==> src/rtl/mux_2x1_rr_arbiter.sv <==
// Round-robin 2:1 mux arbiter with a registered select; MUX_ARB_BURST_EN keeps a grant for up to MAX_BURST beats.
// Latency: 1 cycle from request in IDLE to grant/valid; non-burst gives at most 1 beat per 2 cycles.
// Backpressure: grant, S and F hold while F_READY is low; no preemption by the other requester.
module mux_2x1_rr_arbiter #(
  parameter int WIDTH     = 8,
  parameter int MAX_BURST = 4
) (
  input  logic             CLK,
  input  logic             RST,
  input  logic             REQ0,
  input  logic             REQ1,
  input  logic [WIDTH-1:0] I0,
  input  logic [WIDTH-1:0] I1,
  output logic             GNT0,
  output logic             GNT1,
  output logic             S,
  output logic [WIDTH-1:0] F,
  output logic             F_VALID,
  input  logic             F_READY
);

  if (MAX_BURST < 1 || MAX_BURST > 255) begin : g_bad_burst
    $error("MAX_BURST must be in 1..255");
  end

  typedef enum logic [1:0] {
    IDLE = 2'd0,
    G0   = 2'd1,
    G1   = 2'd2
  } state_t;

  state_t state, state_nxt;
  logic   prio, prio_nxt;
  logic   sel, sel_nxt;
  logic   xfer;

  assign GNT0    = (state == G0);
  assign GNT1    = (state == G1);
  assign S       = sel;
  assign F_VALID = (GNT0 & REQ0) | (GNT1 & REQ1);
  assign F       = F_VALID ? (sel ? I1 : I0) : '0;
  assign xfer    = F_VALID & F_READY;

`ifdef MUX_ARB_BURST_EN
  logic [7:0] bcnt, bcnt_nxt;
  logic       burst_more;

  // Another beat fits in this grant only if the one just accepted was not the last allowed.
  assign burst_more = ({1'b0, bcnt} + 9'd1) < 9'(MAX_BURST);
`endif

  always_comb begin
    state_nxt = state;
    prio_nxt  = prio;
    sel_nxt   = sel;
`ifdef MUX_ARB_BURST_EN
    bcnt_nxt  = bcnt;
`endif
    unique case (state)
      IDLE: begin
`ifdef MUX_ARB_BURST_EN
        bcnt_nxt = 8'd0;
`endif
        if (REQ0 && !REQ1) begin
          state_nxt = G0;
          sel_nxt   = 1'b0;
        end else if (REQ1 && !REQ0) begin
          state_nxt = G1;
          sel_nxt   = 1'b1;
        end else if (REQ0 && REQ1) begin
          state_nxt = prio ? G1 : G0;
          sel_nxt   = prio;
        end
      end
      G0, G1: begin
        if (xfer) begin
`ifdef MUX_ARB_BURST_EN
          if (burst_more) begin
            bcnt_nxt = bcnt + 8'd1;
          end else begin
            state_nxt = IDLE;
            prio_nxt  = (state == G0);
          end
`else
          state_nxt = IDLE;
          prio_nxt  = (state == G0);
`endif
        end else if (!F_VALID) begin
          // Requester withdrew before any beat was accepted: release without rotating priority.
          state_nxt = IDLE;
        end
      end
      default: state_nxt = IDLE;
    endcase
  end

  always_ff @(posedge CLK) begin
    if (RST) begin
      state <= IDLE;
      prio  <= 1'b0;
      sel   <= 1'b0;
`ifdef MUX_ARB_BURST_EN
      bcnt  <= 8'd0;
`endif
    end else begin
      state <= state_nxt;
      prio  <= prio_nxt;
      sel   <= sel_nxt;
`ifdef MUX_ARB_BURST_EN
      bcnt  <= bcnt_nxt;
`endif
    end
  end

endmodule

==> config.mk <==
export PLATFORM = sky130hd
export DESIGN_NAME = mux_2x1_rr_arbiter
export DESIGN_NICKNAME = d
export VERILOG_FILES = /design/src/rtl/mux_2x1_rr_arbiter.sv
export SDC_FILE = /design/constraint.sdc
export NUM_CORES = 1
export LEC_CHECK = 0
export CAP_MARGIN = 0
export CORE_MARGIN = 2
export CORE_UTILIZATION = 33
export CTS_CLUSTER_DIAMETER = 80
export DETAILED_ROUTE_END_ITERATION = 8
export GPL_TIMING_DRIVEN = 0
export PLACE_DENSITY = 0.77
export SLEW_MARGIN = 0
export SYNTH_ARGS = -nofsm -noshare
export SYNTH_HDL_FRONTEND = slang
export SYNTH_SLANG_ARGS = --single-unit
==> constraint.sdc <==
create_clock -name CLK -period 1.65 [get_ports CLK]
set_input_delay 0.4125 -clock CLK [delete_from_list [all_inputs] [get_ports CLK]]
set_output_delay 0.4125 -clock CLK [all_outputs]
set_load 0.01 [all_outputs]
==> results of run 1 <==
layer usage:
layer  GRT usage [%]  wire (um)
met2           38.67        728
met5               0          0
met4           4.839          0
met3           7.065        136
met1           18.51        482
worst max-delay path, cell delays in order, from the launching register on:
cell	delay, ps
dfxtp_4	370
inv_4	40
ha_4	160
a22oi_4	170
buf_6	160
nor2_1	50
buf_2	130
what timing repair did:
action                                  CTS  global route
pin swaps                                 7             3
resized for setup                        54            10
cloned                                    1             0
endpoints found under the setup margin   13            11
setup buffers                             4             3
cell type report:
type	count	share of cell area, %
buffer	1	0.8463
clock buffer	3	2.539
inverter	6	3.385
multi-input combinational	41	44.15
sequential	4	9.873
tap	15	2.116
timing repair buffer	38	37.09
flip-flops by register name (all words and copies together) (netlist names):
register / count
S: 1
state: 2
prio: 1
power by group through the flow:
stage / registers (mW) / logic (mW) / clock network, mW
CTS: 0.118 / 0.307 / 0.124
global placement: 0.114 / 0.255 / 0
finish: 0.121 / 0.297 / 0.115
detailed placement: 0.114 / 0.262 / 0
floorplan: 0.113 / 0.135 / 0
global route: 0.122 / 0.324 / 0.131
cells by family after synthesis:
group                      Yosys count
DFF                                  4
adders and majority gates            7
AOI/OAI and AO/OA                    5
muxes                               11
and+or+nand+nor                     18
buffers and inverters                7
synth_stat cells:
library cell | count | area (sq um)
a21oi_1 | 1 | 5.000
a22oi_4 | 1 | 21.27
a31oi_4 | 1 | 21.27
buf_2 | 1 | 5.000
dfxtp_1 | 4 | 80.08
ha_1 | 7 | 87.58
inv_1 | 5 | 18.77
inv_4 | 1 | 6.260
mux2i_1 | 11 | 110.1
nand2_1 | 2 | 7.510
nand2b_1 | 3 | 18.77
nand4_1 | 1 | 6.260
nor2_1 | 9 | 33.78
nor2b_1 | 2 | 12.51
nor3b_1 | 1 | 7.510
o21ai_1 | 1 | 5.000
o21ba_2 | 1 | 10.01
path summary, 6_finish.rpt:
kind	start	to	slack, ps	depth (start not counted)
setup reg to reg	state[0]$_SDFFE_PP0P_	state[1]$_SDFFE_PP0P_	210	7
hold reg to reg	state[0]$_SDFFE_PP0P_	state[0]$_SDFFE_PP0P_	520	2
hold / removal	state[0]$_SDFFE_PP0P_	state[0]$_SDFFE_PP0P_	520	2
setup / recovery	state[0]$_SDFFE_PP0P_	F[3]	-80	6
placed cells by master (no fill, tap or decap), types with 4 or more instances in the layout:
cell type        synthesis  layout
buf_2                    1       8
buf_4                    0       4
clkbuf_4                 0       4
clkdlybuf4s50_1          0      19
dlygate4sd2_1            0       4
ha_1                     7       5
mux2i_1                 11      11
nor2_2                   0       6
through the flow:
step           instances  area, sq um  utilization [%]
2_1_floorplan         52        456.7                -
3_3_place_gp          99        795.8            61.15
3_5_place_dp          99        795.8            61.15
4_1_cts              107        887.1            68.17
5_1_grt              108        887.1            68.17
6_report             108        887.1            68.17
==> impl_metrics.yaml, run 1 <==
pwr:
  p_sw_share_pct: 33.49
  p_seq_share_pct: 22.6
  p_per_area_mw_per_mm2: 601.7
  p_sw_uw: 178.8
  combinationalPowerShare_pct: 55.7
  cellLeakagePower_nw: 0.4088
  power_uw: 533.7
  p_int_uw: 355.0
  ir_drop_mv: 0.2911
  power_frac_clock_pct: 21.6
synth:
  synth_fa_ha_area_share_pct: 19.18
  synthSimpleGateAreaFrac_pct: 18.90
  yosysUniqueCellTypes: 17
  synth_top_family_by_area: "multiplexers"
  ys.warnings.count: 0
  netlist_instances: 52
  muxShareOfSynthArea_pct: 24.11
  synth_compound_area_share_pct: 13.70
  synth-xor-area-share_pct: 0
  syn_nets: 80
  ys_seq_area_share_pct: 17.53
  yosys_register_bits: 4
  syn_area_per_cell_sq_um: 8.782
  syn_area_sq_um: 456.7
place:
  preCtsSetupSlack_ps: -693.3
  hpwl_um: 1014
  place.gp.congestion: 0.6353
  port_buffers: 32
layout:
  drive_gt1_share_pct: 38.71
  multi_input_area_sq_um: 391.6
  nNetsFinal: 123
  area_growth_pct: 94.25
  num_antenna_cells: 0
  fill_cells: 115
  seq_area_sq_um: 87.58
die:
  initial_core_util_pct: 35.10
  die_h_um: 41.20
  die_area_sq_mm: 0.001697
  core_area_sq_mm: 0.001301
  ios: 33
  die_x_um: 41.20
  row_count: 13
worst_setup_path:
  cp-end-kind: "primary output"
  crit_path_start_kind: "flip-flop"
  crit_path_max_fanout: 5
  crit_type: "reg -> out"
  crit_arrival_ps: 1320
  crit_required_ps: 1240
hold_path:
  hold_class: "reg -> reg"
timing:
  slew_headroom_pct: 84.23
  fin_ws_ps: -81.36
  fin_skew_ps: 3.184
  fmax_ghz: 0.5776
  period_needed_ps: 1731
  hold_viol: 0
  timing.hold.ws_ps: 522.0
  rsz0062_at_grt: "yes"
  slew_violations: 0
  worstMarginPinSlew_ps: 235.5
  fin_crit_sh_pct: 104.9
  setup_tns_ps: -618.8
  finalSetupViolCount: 9
grt:
  grt_pass1_vias: 513
  grt_start_max_net_pins: 10
  antenna_found_initial: 0
  grt_overflow: 0
  grt_pass1_wl_um: 2035
  grt_util_all_layers_pct: 19.53
clocking:
  numCtsBuffers: 3
  clkLatencyLatePin_ps: 230
  htree_levels: 1
  clock-sinks: 4
  cts.path.max_buffers: 2
  cts_tree: "built"
  clk_pin_slew_ps: 40
  root_buffer: "clkbuf_4"
  cts_hold_buf: 0
detailed_routing:
  post_drt_wl_per_cell_um: 12.47
  post-route-drc-count: 0
  wirelength_um: 1347
  avgViaCountPerCell: 4.731
  detail-route-antenna-nets: 0
  vias: 511
  drt_iter0_markers: 3
  firstDrtPassIters: 2
status:
  status: "finished with violations"
  violations: "setup timing"
job:
  drv_cap: 0
(Power assumes the default switching activity.)
==> run 2: changes to the inputs <==
GPL_TIMING_DRIVEN = 1   (was 0)
==> run 2 against run 1 <==
Compared with the run above:
- the flow still finishes with violations (setup timing)
- cell count is 5.6% higher
- non-clock buffer count is 6 higher
- critical path depth stayed put
- worst setup slack worse by 120 ps
- flip-flop and latch count stayed put
- design area is 16% higher
==> impl_metrics.yaml, run 2 (same netlist as run 1, synthesis figures left out) <==
timing:
  worstMarginPinSlew_ps: 298.3
  period_needed_ps: 1847
  timing.hold.ws_ps: 499.6
  fmax_ghz: 0.5415
  fin_skew_ps: 2.323
  hold_viol: 0
  finalSetupViolCount: 10
  rsz0062_at_grt: "yes"
  fin_crit_sh_pct: 111.9
  slew_violations: 0
  slew_headroom_pct: 79.54
  setup_tns_ps: -1583
  fin_ws_ps: -196.7
detailed_routing:
  detail-route-antenna-nets: 0
  firstDrtPassIters: 4
  wirelength_um: 1556
  post-route-drc-count: 0
  drt_iter0_markers: 13
  post_drt_wl_per_cell_um: 13.65
  vias: 546
  avgViaCountPerCell: 4.789
worst_setup_path:
  crit_type: "reg -> out"
  crit_end: "F[0]"
  cpMaxStageDelayCell: "dfxtp_2"
  crit_arrival_ps: 1430
  r2r_end: "state[0]$_SDFFE_PP0P_"
  r2r_cells: 8
  crit_chain: "inv_2, ha_4, a22oi_4, clkbuf_16, nor2_4, buf_6"
  cp_num_cells: 6
  startpoint: "state[1]$_SDFFE_PP0P_"
  critPathMaxStageDelay_ps: 350
  reg2reg_slack_ps: 20
  r2r-start: "state[1]$_SDFFE_PP0P_"
  crit_path_start_kind: "flip-flop"
  cp.buffers_inverters: 3
  crit_path_max_fanout: 5
  cp_top_family: "buffers and inverters"
  cp-end-kind: "primary output"
  crit_required_ps: 1240
die:
  core_area_sq_mm: 0.001301
  ios: 33
  die_area_sq_mm: 0.001697
  initial_core_util_pct: 35.10
  die_x_um: 41.20
  row_count: 13
  die_h_um: 41.20
pwr:
  p_seq_share_pct: 19.1
  ir_drop_mv: 0.5424
  p_sw_uw: 218.1
  power_frac_clock_pct: 21.7
  p_per_area_mw_per_mm2: 604.4
  cellLeakagePower_nw: 0.4651
  combinationalPowerShare_pct: 59.1
  p_sw_share_pct: 35.04
  power_uw: 622.3
  p_int_uw: 404.2
layout:
  post-route-util_pct: 79.13
  largest_reg_flops: 2
  num_antenna_cells: 0
  final_area_sq_mm: 0.001030
  fill_cells: 86
  top_register: "state"
  drive_gt1_share_pct: 42.42
  nNetsFinal: 129
  area_growth_pct: 125.5
  final_common_cell: "clkdlybuf4s50_1"
  final_cell_mix: "clkdlybuf4s50_1 (18), mux2i_1 (11), buf_6 (9), buf_4 (9), nor2_4 (7)"
  stdcell_count: 114
clocking:
  clkLatencyLatePin_ps: 250
  cts_tree: "built"
  cts_setup_buffers: 0
  root_buffer: "clkbuf_4"
  htree_levels: 1
  cts.path.max_buffers: 2
  clock-sinks: 4
  cts_hold_buf: 0
  clk_pin_slew_ps: 40
  numCtsBuffers: 3
grt:
  grt_pass1_vias: 510
  grt_util_all_layers_pct: 16.78
  grt_overflow: 0
  grt_pass1_wl_um: 1821
  grt_start_max_net_pins: 11
  antenna_found_initial: 0
status:
  violations: "setup timing"
  status: "finished with violations"
place:
  preCtsSetupSlack_ps: -599.8
  hpwl_um: 961.2
  placed_cell_area_sq_um: 905.9
  port_buffers: 32
  place.gp.congestion: 0.6573
  dp_cells: 110
hold_path:
  hold_class: "reg -> reg"
job:
  drv_cap: 0
run 2: area by class of cell:
class	instances	area, sq um	share of cell area (%)
Tap cell	15	18.77	1.823
Clock buffer	3	22.52	2.187
Multi-Input combinational cell	41	414.1	40.22
Sequential cell	4	85.08	8.262
Inverter	6	25.02	2.430
Timing Repair Buffer	45	464.2	45.08
run 2: worst min-delay path: cells and delay by family, from the launching register on:
family | cells | cell delay, ps
flops | 1 | 310
compound gates | 2 | 130
run 2: worst min path at each step:
stage / from / to / slack [ps] / cells past startpoint
final: prio$_SDFFE_PP0P_ / prio$_SDFFE_PP0P_ / 500 / 2
after global routing: state[1]$_SDFFE_PP0P_ / state[1]$_SDFFE_PP0P_ / 530 / 2
after CTS: prio$_SDFFE_PP0P_ / prio$_SDFFE_PP0P_ / 500 / 2
after detailed placement: prio$_SDFFE_PP0P_ / prio$_SDFFE_PP0P_ / 490 / 2
after global placement: prio$_SDFFE_PP0P_ / prio$_SDFFE_PP0P_ / 490 / 2
after floorplan: prio$_SDFFE_PP0P_ / prio$_SDFFE_PP0P_ / 450 / 2
run 2: metal layers:
metal | GRT usage, % | part of all wire, % | wire [um] | up-vias
met5 | 0 | 0 | 0 | -
met4 | 7.258 | 1.6 | 25 | 0
met3 | 4.348 | 11 | 177 | 2
met2 | 31.64 | 47 | 727 | 34
met1 | 16.99 | 40 | 625 | 242
li1 | - | - | - | 268
run 2: power groups by stage:
stage	registers, mW	clock network, mW	logic [mW]
floorplan	0.113	0	0.135
finish	0.119	0.135	0.368
global placement	0.114	0	0.308
CTS	0.119	0.128	0.314
global route	0.120	0.142	0.392
detailed placement	0.115	0	0.311
run 2: repair_timing:
item | 4_1_cts | 5_1_grt
endpoints found under the setup margin | 15 | 13
pin swaps | 1 | 11
cloned | 1 | 0
resized for setup | 50 | 25
